<file path="config.mk">
export PLATFORM = sky130hd
export DESIGN_NAME = kbd_vga_responder
export DESIGN_NICKNAME = d
export VERILOG_FILES = /design/src/rtl/mmio_pkg.sv /design/src/rtl/sync_fifo.sv /design/src/rtl/kbd_vga_responder.sv
export SDC_FILE = /design/constraint.sdc
export NUM_CORES = 1
export LEC_CHECK = 0
export CAP_MARGIN = 10
export CORE_ASPECT_RATIO = 1.5
export CORE_MARGIN = 5
export CORE_UTILIZATION = 42
export DETAILED_ROUTE_END_ITERATION = 16
export GPL_ROUTABILITY_DRIVEN = 0
export PLACE_DENSITY = 0.7
export SLEW_MARGIN = 40
export SYNTH_ARGS = -nofsm -noshare
export SYNTH_HDL_FRONTEND = slang
export SYNTH_SLANG_ARGS = --single-unit
</file>
<file path="constraint.sdc">
create_clock -name clk -period 4 [get_ports clk]
set_input_delay 0.8 -clock clk [delete_from_list [all_inputs] [get_ports clk]]
set_output_delay 0.8 -clock clk [all_outputs]
set_load 0.05 [all_outputs]
</file>
<file path="src/rtl/mmio_pkg.sv">
// mmio_pkg: shared constants and channel state types for the keyboard/VGA bus responder.
package mmio_pkg;
    localparam int WORD_W = 32;
    localparam logic [31:0] KBD_ADDR = 32'h0000_1000;
    localparam logic [31:0] VGA_ADDR = 32'h0000_2000;
    localparam logic [7:0] CH_LF = 8'h0A;
    localparam logic [7:0] CH_CR = 8'h0D;
    localparam logic [7:0] CH_BS = 8'h08;
    localparam logic [7:0] CH_SP = 8'h20;
    typedef enum logic {R_IDLE, R_RESP} r_state_t;
    typedef enum logic {W_IDLE, W_RESP} w_state_t;
endpackage

</file>
<file path="src/rtl/sync_fifo.sv">
// sync_fifo: small synchronous FIFO with show-ahead head; a push into a full FIFO
// is accepted only when a pop frees the slot in the same cycle.
module sync_fifo #(
    parameter int WIDTH = 8,
    parameter int DEPTH = 8
) (
    input  logic             clk,
    input  logic             rst,
    input  logic             push,
    input  logic             pop,
    input  logic [WIDTH-1:0] din,
    output logic [WIDTH-1:0] head,
    output logic             empty,
    output logic             full
);
    localparam int AW = $clog2(DEPTH);
    logic [WIDTH-1:0] r_mem [DEPTH];
    logic [AW-1:0] r_wp, r_rp;
    logic [AW:0] r_count;
    logic w_push, w_pop;
    assign empty  = r_count == '0;
    assign full   = r_count == (AW+1)'(DEPTH);
    assign head   = r_mem[r_rp];
    assign w_pop  = pop && !empty;
    assign w_push = push && (!full || w_pop);
    always_ff @(posedge clk) begin
        if (w_push) r_mem[r_wp] <= din;
    end
    always_ff @(posedge clk or negedge rst) begin
        if (!rst) begin
            r_wp    <= '0;
            r_rp    <= '0;
            r_count <= '0;
        end else begin
            if (w_push) r_wp <= r_wp + 1'b1;
            if (w_pop) r_rp <= r_rp + 1'b1;
            r_count <= r_count + (AW+1)'(w_push) - (AW+1)'(w_pop);
        end
    end
endmodule

</file>
<file path="src/rtl/kbd_vga_responder.sv">
// kbd_vga_responder: bus responder serving keyboard reads from a scan-code FIFO
// and VGA character writes into character memory at a hardware cursor.
module kbd_vga_responder #(
    parameter int                 WORD_W     = mmio_pkg::WORD_W,
    parameter logic [WORD_W-1:0] KBD_ADDR   = mmio_pkg::KBD_ADDR,
    parameter logic [WORD_W-1:0] VGA_ADDR   = mmio_pkg::VGA_ADDR,
    parameter int                 FIFO_DEPTH = 8,
    parameter int                 COLS       = 70,
    parameter int                 ROWS       = 30
) (
    input  logic                          clk,
    input  logic                          rst,
    input  logic                          r_enable,
    input  logic [WORD_W-1:0]             r_addr,
    input  logic [2:0]                    r_mode,
    output logic [WORD_W-1:0]             r_data,
    output logic                          r_ready,
    input  logic                          w_enable,
    input  logic [WORD_W-1:0]             w_addr,
    input  logic [2:0]                    w_mode,
    input  logic [WORD_W-1:0]             w_data,
    output logic                          w_ready,
    input  logic                          kbd_valid,
    input  logic [7:0]                    kbd_code,
    output logic                          cm_we,
    output logic [$clog2(ROWS*COLS)-1:0]  cm_addr,
    output logic [7:0]                    cm_data,
    output logic                          overflow
);
    import mmio_pkg::*;
    localparam int AW = $clog2(ROWS*COLS);
    localparam int RW = $clog2(ROWS);
    localparam int CW = $clog2(COLS);
    r_state_t r_rd_state, w_rd_next;
    w_state_t r_wr_state, w_wr_next;
    logic [7:0] w_head, w_ch, w_cm_data_nx;
    logic w_empty, w_full, w_pop, w_rd_kbd, w_rd_go;
    logic w_wr_go, w_vga, w_nl, w_bs, w_cm_we_nx;
    logic [RW-1:0] r_row, w_row_nx, w_row_inc;
    logic [CW-1:0] r_col, w_col_nx, w_col_wr;
    logic [AW-1:0] w_cm_addr_nx;
    logic w_unused;
    assign w_unused = ^{r_mode, w_mode, w_data[WORD_W-1:8]};
    sync_fifo #(.WIDTH(8), .DEPTH(FIFO_DEPTH)) u_fifo (
        .clk(clk), .rst(rst), .push(kbd_valid), .pop(w_pop), .din(kbd_code),
        .head(w_head), .empty(w_empty), .full(w_full)
    );
    // A keyboard read stalls in R_IDLE until a code is available.
    always_comb begin
        w_rd_kbd  = r_addr == KBD_ADDR;
        w_rd_go   = r_rd_state == R_IDLE && r_enable && (!w_rd_kbd || !w_empty);
        w_pop     = w_rd_go && w_rd_kbd;
        w_rd_next = w_rd_go ? R_RESP : R_IDLE;
    end
    always_ff @(posedge clk or negedge rst) begin
        if (!rst) begin
            r_rd_state <= R_IDLE;
            r_data     <= '0;
            overflow   <= 1'b0;
        end else begin
            r_rd_state <= w_rd_next;
            if (w_rd_go) r_data <= w_rd_kbd ? {{(WORD_W-8){1'b0}}, w_head} : '0;
            if (kbd_valid && w_full && !w_pop) overflow <= 1'b1;
        end
    end
    assign r_ready = r_rd_state == R_RESP;
    always_comb begin
        w_wr_go      = r_wr_state == W_IDLE && w_enable;
        w_wr_next    = w_wr_go ? W_RESP : W_IDLE;
        w_vga        = w_wr_go && w_addr == VGA_ADDR;
        w_ch         = w_data[7:0];
        w_nl         = w_ch == CH_LF || w_ch == CH_CR;
        w_bs         = w_ch == CH_BS;
        w_row_inc    = r_row == RW'(ROWS-1) ? '0 : r_row + 1'b1;
        w_col_wr     = w_bs ? r_col - 1'b1 : r_col;
        w_cm_addr_nx = AW'(int'(r_row) * COLS + int'(w_col_wr));
        w_cm_data_nx = w_bs ? CH_SP : w_ch;
        w_cm_we_nx   = 1'b0;
        w_row_nx     = r_row;
        w_col_nx     = r_col;
        if (w_vga) begin
            if (w_nl) begin
                w_col_nx = '0;
                w_row_nx = w_row_inc;
            end else if (w_bs) begin
                w_cm_we_nx = r_col != '0;
                w_col_nx   = r_col != '0 ? w_col_wr : r_col;
            end else begin
                w_cm_we_nx = 1'b1;
                w_col_nx   = r_col == CW'(COLS-1) ? '0 : r_col + 1'b1;
                w_row_nx   = r_col == CW'(COLS-1) ? w_row_inc : r_row;
            end
        end
    end
    always_ff @(posedge clk or negedge rst) begin
        if (!rst) begin
            r_wr_state <= W_IDLE;
            r_row      <= '0;
            r_col      <= '0;
            cm_we      <= 1'b0;
            cm_addr    <= '0;
            cm_data    <= '0;
        end else begin
            r_wr_state <= w_wr_next;
            r_row      <= w_row_nx;
            r_col      <= w_col_nx;
            cm_we      <= w_cm_we_nx;
            if (w_cm_we_nx) begin
                cm_addr <= w_cm_addr_nx;
                cm_data <= w_cm_data_nx;
            end
        end
    end
    assign w_ready = r_wr_state == W_RESP;
endmodule
</file>
==> metrics.md, run 1 <==
| Metric | Value |
|---|---|
| Power per cell area | `around 430 mW/mm^2` |
| Clock sinks | `118` |
| Synth unique cells | `67` |
| Max frequency | `about 270 MHz` |
| Tot Pwr | `roughly 3500 uW` |
| Avg Inst Size Synth | `12.5 sq um` |
| Critical Path AT | `4050 ps` |
| Core area | `0.0144 sq mm` |
| Port bufs | `116` |
| Min Tclk post-route | `around 3800 ps` |
| TritonCTS buffer count | `17` |
| Placed inst area | `between 0.007 and 0.008 sq mm` |
| CTS root buf | `clkbuf_16` |
| Clk buf depth | `2` |
| Vias in the first global route | `4631` |
| LEAKAGE | `approximately 0.0033 uW` |
| Crit Path Category | `in2reg` |
| Initial antenna violation count | `0` |
| Worst EP required | `4280 ps` |
| Final instance area | `0.00820 sq mm` |
| FFs w/ async S/R, synth | `45.8%` |
| Area occupied by multi-input gates | `0.00257 sq mm` |
| RSZ-0062 raised after global routing | `false` |
| FF-to-FF End | `cm_addr[11]$_DFFE_PN0P_` |
| Final Hold Fails | `0` |
| Synthesis Warnings | `0` |
| Die X-Extent | `108 um` |
| Initial Util | `42.4%` |
| Syn Inst Count | `487` |
| DR pass1 iterations | `4` |
| Status | `finished, final reports clean` |
| Setup slack, reg-to-reg | `between 600 and 700 ps` |
| Slew HR | `45.8%` |
| DR iter-0 viols | `199` |
| Commonest non-fill, non-tap cell in the layout | `clkdlybuf4s50_1` |
| Hold_buf cts | `0` |
| Post-route ant nets | `0` |
| Worst Skew | `9.01 ps` |
| Hold Crit Class | `in2async` |
| Reg area | `0.00327 sq mm` |
| TritonCTS clock tree | `yes` |
| Nets | `between 700 and 800` |
| Post-DP HPWL | `11200 um` |
| I/O Pins | `171` |
| Vias | `around 4400` |
| H-Tree Level Count | `4` |
| Sequential cell area fraction in the yosys report | `53.6%` |
| Total track usage | `17.8%` |
| Die H | `158 um` |
| Vias/cell | `slightly above 5` |
| Clock Latency Late Sink | `410 ps` |
| Critical path launch point type | `input pin` |
| Top_reg_cell synth | `edfxtp_1` |
| Highest-count cells in the layout ignoring fill and taps | `clkdlybuf4s50_1, edfxtp_1, dfrtp_1, nand2_1` |
| Worst vdd rail ir drop | `about 500 uV` |
| Beginning of the worst register-to-register path | `r_row[3]$_DFFE_PN0P_` |
| Seq cells post-synth | `118` |
| Post-synth EDFFs | `64` |
| Cell area after synthesis | `0.00610 sq mm` |
| Period utilization | `94.3%` |
| Largest net degree at the start of global routing | `37` |
| Cts repair resizes | `0` |
| Layout Area Growth over Synthesis | `34.4%` |
| Final WL | `14700 um` |
| Endpoints failing setup | `0` |
| First-pass GRT wire length | `~23000 um` |
| Post-CTS setup buffers | `0` |
| CP endpoint kind | `register` |
| Row Count | `54` |
| Setup TNS | `0 ps` |
| CP max FO | `3` |
| Remaining global-route overflow | `0` |
| Worst slew pin tran | `813 ps` |
| Antenna cells | `0` |
| DRC | `0` |
| Clk pin slew, worst setup/hold paths | `60 ps` |
| Final Max Tran Viols | `0` |
| DIE AREA | `0.0171 sq mm` |
| Max Cap Viol | `0` |
| Drt wl/cell | `17.2 um` |
| Share of cells above drive strength 1 | `16.8%` |
| Cells on worst reg2reg path | `14` |
| Fillers | `1178` |
==> worst max path at each step <==
stage / startpoint / end / slack (ps) / depth (start not counted)
after detailed placement: w_data[4] / cm_addr[11]$_DFFE_PN0P_ / -190 / 14
after floorplan: w_data[4] / cm_addr[11]$_DFFE_PN0P_ / 350 / 13
final: w_data[4] / cm_addr[11]$_DFFE_PN0P_ / 230 / 14
after global placement: w_data[4] / cm_addr[11]$_DFFE_PN0P_ / -100 / 14
after CTS: w_data[4] / cm_addr[11]$_DFFE_PN0P_ / 230 / 14
after global routing: w_data[4] / cm_addr[11]$_DFFE_PN0P_ / 20 / 14
==> layer usage <==
metal	GRT usage [%]	share of wire [%]	vias up
li1	-	-	2080
met1	17.9	34	2157
met2	35.4	59	146
met3	4.77	5.8	12
met4	4.69	0.89	0
met5	0	0	-
==> cell type report <==
cell class              instances  area share [%]
clock buffers                  17            5.19
clock inverters                15            1.88
inverters                      25            1.18
multi-input cells             327            31.3
flip-flops and latches        118            39.9
well taps                     196            2.99
repair buffers                153            17.5
==> Yosys cell counts (3+ instances only) <==
| library cell | n | area, sq um |
|---|---|---|
| o21ai_0 | 38 | 190 |
| xnor2_1 | 10 | 87.6 |
| nand3b_1 | 3 | 22.5 |
| o21a_1 | 4 | 30.0 |
| clkbuf_1 | 11 | 41.3 |
| nor3b_1 | 4 | 30.0 |
| nand2_1 | 44 | 165 |
| nor2b_1 | 3 | 18.8 |
| nand4_1 | 5 | 31.3 |
| a31o_2 | 3 | 26.3 |
| buf_4 | 25 | 188 |
| nand2b_1 | 4 | 25.0 |
| dfrtp_1 | 54 | 1350 |
| inv_1 | 24 | 90.1 |
| a21oi_1 | 7 | 35.0 |
| nor2_1 | 13 | 48.8 |
| o31ai_1 | 7 | 52.6 |
| nand3_1 | 6 | 30.0 |
| mux2i_1 | 8 | 80.1 |
| mux2_2 | 6 | 67.6 |
| xor2_1 | 13 | 114 |
| mux4_2 | 16 | 360 |
| edfxtp_1 | 64 | 1920 |
| and3_1 | 3 | 18.8 |
| ha_1 | 32 | 400 |
| nor3_1 | 15 | 75.1 |
| fa_1 | 3 | 60.1 |
| nor4_1 | 17 | 106 |
==> state kept, by name, indices dropped and copies added, names as in the netlist <==
register        cells
r_row               5
u_fifo.r_rp         3
cm_data             8
u_fifo.r_count      4
u_fifo.r_mem       64
overflow            1
cm_we               1
u_fifo.r_wp         3
w_ready             1
r_ready             1
cm_addr            12
r_col               7
r_data              8
==> per-stage QoR <==
step                instances  hold slack [ps]  setup WS, ps  utilization (%)
finish                    851              358           228             57.0
global route              851              387          20.1             57.0
CTS                       851              368           231             57.0
detailed placement        819              462          -185             52.9
global placement          819              460          -104             52.9
floorplan                 510              459           348                -
==> power breakdown <==
group          internal (uW)  switching [uW]
combinational            233             298
clock                    917             551
sequential              1430            62.1
total                   2580             910
==> kinds of logic after synthesis <==
family | Yosys count | synth area share [%]
compound gates | 81 | 8.90
xor+xnor | 23 | 3.30
fa+ha+maj | 35 | 7.55
buf+inv | 65 | 5.84
flops | 118 | 53.6
mux | 31 | 8.57
other cells | 1 | 0.0615
simple gates | 133 | 12.1
==> critical path: stages <==
cell	delay, ps
clkdlybuf4s50_1	440
nor4_2	280
buf_4	160
buf_4	100
nand4_1	160
xnor2_1	240
inv_1	100
fa_1	450
nor2b_1	180
o31a_1	170
o21ai_0	150
a2111oi_0	560
xor2_1	180
o21ai_0	80
No activity file was read; power rests on OpenSTA's default activity.
==> inputs of run 2 (changes only) <==
CORE_UTILIZATION = 45   (was 42)
PLACE_DENSITY = 0.74   (was 0.7)
==> metrics.md, run 2 (synthesis gave the netlist of run 1 again) <==
| Metric | Value |
|---|---|
| Hold Crit Class | `in2async` |
| Status | `finished, final reports clean` |
| Largest net degree at the start of global routing | `42 (+14%)` |
| Clk buf depth | `2 (unchanged)` |
| Final Max Tran Viols | `0 (unchanged)` |
| Worst vdd rail ir drop | `388 uV (-21%)` |
| Total track usage | `19.2% (+1.3 points)` |
| CTS root buf | `clkbuf_16` |
| Crit Path Category | `in2reg` |
| Worst slew pin tran | `623 ps (-190 ps)` |
| LEAKAGE | `0.00332 uW (+0.50%)` |
| Clk pin slew, worst setup/hold paths | `60 ps (about the same)` |
| Period utilization | `94.4% (about the same)` |
| Vias/cell | `5.45 (+5.6%)` |
| Hold_buf cts | `0 (unchanged)` |
| DRC | `0 (unchanged)` |
| Min Tclk post-route | `3770 ps (+3.28 ps)` |
| Share of cells above drive strength 1 | `17.1% (+0.31 points)` |
| I/O Pins | `171 (unchanged)` |
| WL met3 | `547 um (-35%)` |
| TritonCTS buffer count | `17 (unchanged)` |
| Max Cap Viol | `0 (unchanged)` |
| Met2 WL post-DR | `8700 um (+0.15%)` |
| Die H | `153 um (-3.2%)` |
| H-Tree Level Count | `4 (unchanged)` |
| RSZ-0062 raised after global routing | `false` |
| Top reg by flops | `u_fifo.r_mem` |
| Critical Path AT | `4070 ps (+20 ps)` |
| First-pass GRT wire length | `24400 um (+5.2%)` |
| Final Hold Fails | `0 (unchanged)` |
| Post-DP HPWL | `11200 um (-0.20%)` |
| Endpoints failing setup | `0 (unchanged)` |
| Post-route ant nets | `0 (unchanged)` |
| Port bufs | `116 (unchanged)` |
| Slew HR | `58.5% (+13 points)` |
| Commonest non-fill, non-tap cell in the layout | `clkdlybuf4s50_1` |
| Worst Skew | `10.8 ps (+1.74 ps)` |
| Core area | `0.0134 sq mm (-6.9%)` |
| CP max FO | `11 (+8)` |
| Critical path buffer and inverter count | `3 (-1)` |
| Slowest CP cell | `a2111oi_0` |
| Final instance area | `0.00820 sq mm (about the same)` |
| Vias in the first global route | `4790 (+3.4%)` |
| Max frequency | `265 MHz (about the same)` |
| Max reg flops | `64 (unchanged)` |
| DRT met1 WL | `5490 um (+9.9%)` |
| Nets | `792 (unchanged)` |
| Power per cell area | `441 mW/mm^2 (+3.4%)` |
| Slowest Stage Delay on Critical Path | `560 ps (about the same)` |
| TritonCTS clock tree | `yes` |
| Final WL | `15100 um (+3.1%)` |
| CP endpoint kind | `register` |
| Initial Util | `45.5% (+3.1 points)` |
| Die X-Extent | `105 um (-3.1%)` |
| Min Hold Slack | `388 ps (+30.2 ps)` |
| Clock Latency Late Sink | `410 ps (about the same)` |
| Clock sinks | `118 (unchanged)` |
| Drt wl/cell | `18.5 um (+7.4%)` |
| Post-CTS setup buffers | `0 (unchanged)` |
| Antenna cells | `0 (unchanged)` |
| Family with the most delay on the worst path | `compound AO/OA/AOI/OAI gates` |
| DIE AREA | `0.0160 sq mm (-6.2%)` |
| DR iter-0 viols | `150 (-25%)` |
| Initial antenna violation count | `0 (unchanged)` |
| Critical path launch point type | `input pin` |
| Remaining global-route overflow | `0 (unchanged)` |
| Row Count | `52 (-3.7%)` |
| Top routing layer used | `met4` |
| Worst EP required | `4300 ps (+20 ps)` |
| Placed inst area | `0.00758 sq mm (-0.56%)` |
| Vias | `4456 (+1.4%)` |
| Layout Area Growth over Synthesis | `34.4% (about the same)` |
| Biggest regs | `u_fifo.r_mem (64), cm_addr (12)` |
| Highest-count cells in the layout ignoring fill and taps | `clkdlybuf4s50_1, edfxtp_1, dfrtp_1, nand2_1` |
| DR pass1 iterations | `4 (unchanged)` |
| Crit-path cells | `clkdlybuf4s50_1, nor4_2, buf_4, nand3_1, buf_4, nor3_1, xor2_1, ha_1, o21a_1, o31a_1, o21ai_0, a2111oi_0, xor2_1, o21ai_0` |
-- run 2: path summary, 6_finish.rpt --
kind,startpoint,to,slack (ps),depth (start not counted)
min in group clk,r_data[7]$_DFFE_PN0P_,r_data[7]$_DFFE_PN0P_,480,2
min,rst,w_ready$_DFF_PN0_,390,1
max in group asynchronous,rst,r_col[0]$_DFFE_PN0P_,2990,2
max reg2reg,r_row[3]$_DFFE_PN0P_,cm_addr[11]$_DFFE_PN0P_,560,14
max,w_data[5],cm_addr[11]$_DFFE_PN0P_,230,14
min reg2reg,r_data[7]$_DFFE_PN0P_,r_data[7]$_DFFE_PN0P_,480,2
-- run 2: power by group --
group	internal [uW]	total [uW]	switching, uW
clock	997	1590	597
combinational	230	523	293
sequential	1430	1500	64.5
total	2660	3620	954
-- run 2: area by class of cell --
cell class	count	area [sq um]
inverter	25	96.3
fill	1054	5200
clock buffer	17	425
tap	162	203
clock inverter	15	193
multi-input combinational	327	2570
sequential	118	3280
timing repair buffer	153	1440
-- run 2: metal layers --
metal  vias to the layer above  GRT usage (%)
met5                         -              0
met4                         0           6.95
met3                        33           3.77
met2                        96           36.7
met1                      2239           20.3
li1                       2088              -
-- run 2: through the flow --
step	worst slack, ps	TNS, ps	util [%]	std cells	total power, uW
6_report	225	0	61.2	817	3620
5_1_grt	14.0	0	61.2	817	3750
4_1_cts	230	0	61.1	817	3650
3_5_place_dp	-198	-273	56.5	785	2050
3_3_place_gp	-74.4	-103	56.5	785	2010
2_1_floorplan	348	0	-	510	1830
-- run 2: timing repair --
action,CTS,global route
endpoints found under the setup margin,0,1
gates resized for setup,0,1
endpoints found under the hold margin,0,0
-- run 2: worst register-to-register path, stage by stage (launching register included) --
cell and delay [ps]:
dfrtp_1 530, inv_1 80, ha_1 300, inv_1 60, ha_1 130, inv_1 50, fa_1 370, inv_1 70
ha_1 260, and4b_1 190, a221o_1 330, xnor2_1 170, a2111oi_0 530, xor2_1 180, o21ai_0 80
==> inputs of run 3 (changes only) <==
CORE_ASPECT_RATIO = 1.25   (was 1.5)
TNS_END_PERCENT = 30   (was not set)
==> metrics.md, run 3 (synthesis gave the netlist of run 1 again) <==
| Metric | Value |
|---|---|
| Initial Util | `45.9% (+0.39 points)` |
| Final Hold Fails | `0 (unchanged)` |
| Clk buf depth | `2 (unchanged)` |
| Core area | `0.0133 sq mm (-0.84%)` |
| Worst vdd rail ir drop | `350 uV (-9.9%)` |
| Die H | `140 um (-8.1%)` |
| Tot Pwr | `3430 uW (-5.2%)` |
| I/O Pins | `171 (unchanged)` |
| TritonCTS clock tree | `yes` |
| Crit-path cells | `clkdlybuf4s50_1, nor4_2, buf_4, buf_4, nand4_1, xnor2_1, inv_1, fa_1, nor2b_1, o31a_1, o21ai_0, a2111oi_1, xor2_1, o21ai_0` |
| Post-DP HPWL | `10300 um (-8.4%)` |
| Setup TNS | `0 ps (unchanged)` |
| Final WL | `14000 um (-7.6%)` |
| Critical path launch point type | `input pin` |
| Critical Path AT | `4070 ps (about the same)` |
| Crit Path Category | `in2reg` |
| Remaining global-route overflow | `0 (unchanged)` |
| Endpoints failing setup | `0 (unchanged)` |
| Worst slew pin tran | `840 ps (+217 ps)` |
| Reg area | `0.00327 sq mm (about the same)` |
| Worst EP required | `4290 ps (about the same)` |
| Highest-count cells in the layout ignoring fill and taps | `clkdlybuf4s50_1, edfxtp_1, dfrtp_1, nand2_1, o21ai_0` |
| Area occupied by multi-input gates | `0.00257 sq mm (about the same)` |
| Post-route ant nets | `0 (unchanged)` |
| Hold Crit Class | `in2async` |
| Period utilization | `94.5% (+0.12 points)` |
| First-pass GRT wire length | `22500 um (-7.8%)` |
| Top reg by flops | `u_fifo.r_mem` |
| Setup slack, reg-to-reg | `630 ps (+70 ps)` |
| Port bufs | `116 (unchanged)` |
| Cells on worst reg2reg path | `14 (unchanged)` |
| RSZ-0062 raised after global routing | `false` |
| Post-CTS setup buffers | `0 (unchanged)` |
| Share of cells above drive strength 1 | `16.8% (-0.25 points)` |
| Total track usage | `17.9% (-1.2 points)` |
| LEAKAGE | `0.00328 uW (-1.1%)` |
| Nets | `790 (-0.25%)` |
| Largest net degree at the start of global routing | `38 (-9.5%)` |
| Vias/cell | `5.32 (-2.4%)` |
| Clock sinks | `118 (unchanged)` |
| Vias | `4386 (-1.6%)` |
| DR pass1 iterations | `4 (unchanged)` |
| Slowest CP cell | `a2111oi_1` |
| Beginning of the worst register-to-register path | `r_row[3]$_DFFE_PN0P_` |
| Commonest non-fill, non-tap cell in the layout | `clkdlybuf4s50_1` |
| TritonCTS buffer count | `17 (unchanged)` |
| Layout Area Growth over Synthesis | `33.4%` |
| Row Count | `47 (-9.6%)` |
| Biggest regs | `u_fifo.r_mem (64), cm_addr (12)` |
| DR iter-0 viols | `162 (+8.0%)` |
| Max reg flops | `64 (unchanged)` |
| Vias in the first global route | `4599 (-4.0%)` |
| Min Tclk post-route | `3780 ps (+4.81 ps)` |
| Initial antenna violation count | `0 (unchanged)` |
| CP endpoint kind | `register` |
| Slowest Stage Delay on Critical Path | `520 ps (-40 ps)` |
| Final Max Tran Viols | `0 (unchanged)` |
| Drt wl/cell | `16.9 um (-8.4%)` |
| Max frequency | `265 MHz (-0.13%)` |
| CTS root buf | `clkbuf_16` |
| Hold_buf cts | `0 (unchanged)` |
| Finished Core Util | `61.3% (about the same)` |
| Die X-Extent | `114 um (+8.6%)` |
| Max Cap Viol | `0 (unchanged)` |
| FF-to-FF End | `cm_addr[11]$_DFFE_PN0P_` |
| DIE AREA | `0.0160 sq mm (-0.21%)` |
| Worst Skew | `10.9 ps (+0.195 ps)` |
| Status | `finished, final reports clean` |
| H-Tree Level Count | `4 (unchanged)` |
| Fillers | `1051 (-0.28%)` |
| CP max FO | `4 (-7)` |
| Slew HR | `44.0% (-14 points)` |
| DRC | `0 (unchanged)` |
| Clk pin slew, worst setup/hold paths | `60 ps (about the same)` |
| Power per cell area | `421 mW/mm^2 (-4.4%)` |
| Clock Latency Late Sink | `420 ps (about the same)` |
| Antenna cells | `0 (unchanged)` |
[run 3: cell types whose count changed in the layout (fill, tap and decap cells not counted), sizes merged]
cell,previous run,this run
inv,32,34
clkinvlp,2,3
bufinv,3,0
buf,38,36
[run 3: cell type report]
class	count	area share (%)
flip-flops and latches	118	40.2
multi-input cells	327	31.6
repair buffers	151	17.5
clock buffers	17	5.23
well taps	171	2.63
clock inverters	15	1.66
inverters	25	1.18
[run 3: worst max path at each step]
stage                               to  startpoint  slack, ps
5_1_grt        cm_addr[10]$_DFFE_PN0P_   w_data[4]         20
4_1_cts        cm_addr[11]$_DFFE_PN0P_   w_data[4]        190
3_3_place_gp   cm_addr[11]$_DFFE_PN0P_   w_data[4]       -170
6_report       cm_addr[11]$_DFFE_PN0P_   w_data[4]        220
3_5_place_dp   cm_addr[11]$_DFFE_PN0P_   w_data[4]       -230
2_1_floorplan  cm_addr[11]$_DFFE_PN0P_   w_data[4]        350
[run 3: metrics by stage]
stage | cell area (sq um) | setup WS, ps | cells | hold slack (ps)
floorplan | 6190 | 348 | 510 | 459
global placement | 7570 | -167 | 792 | 459
detailed placement | 7570 | -231 | 792 | 459
CTS | 8130 | 187 | 824 | 475
global route | 8140 | 20.9 | 824 | 382
finish | 8140 | 220 | 824 | 354
[run 3: power breakdown]
group          total (uW)  internal (uW)  switching (uW)  leakage [uW]
Clock                1410            816             596      0.000268
Sequential           1500           1430            62.8       0.00131
Combinational         521            231             290       0.00170
[run 3: timing repair]
| item | 4_1_cts | 5_1_grt |
|---|---|---|
| gates resized for setup | 0 | 2 |
| setup endpoints to repair | 0 | 2 |
| endpoints found under the hold margin | 0 | 0 |
[run 3: layer usage]
metal / up-vias / share of wire [%] / track usage, %
met2: 133 / 56 / 34.4
met4: 0 / 1.6 / 6.07
met3: 20 / 5.4 / 4.27
li1: 2086 / - / -
met1: 2147 / 37 / 18.7
met5: - / 0 / 0
[run 3: worst max-delay path, delay by kind of cell]
| family | cells | cell delay [ps] |
|---|---|---|
| xor+xnor | 2 | 420 |
| simple gates | 3 | 690 |
| buf+inv | 4 | 820 |
| compound gates | 4 | 910 |
| fa+ha+maj | 1 | 430 |
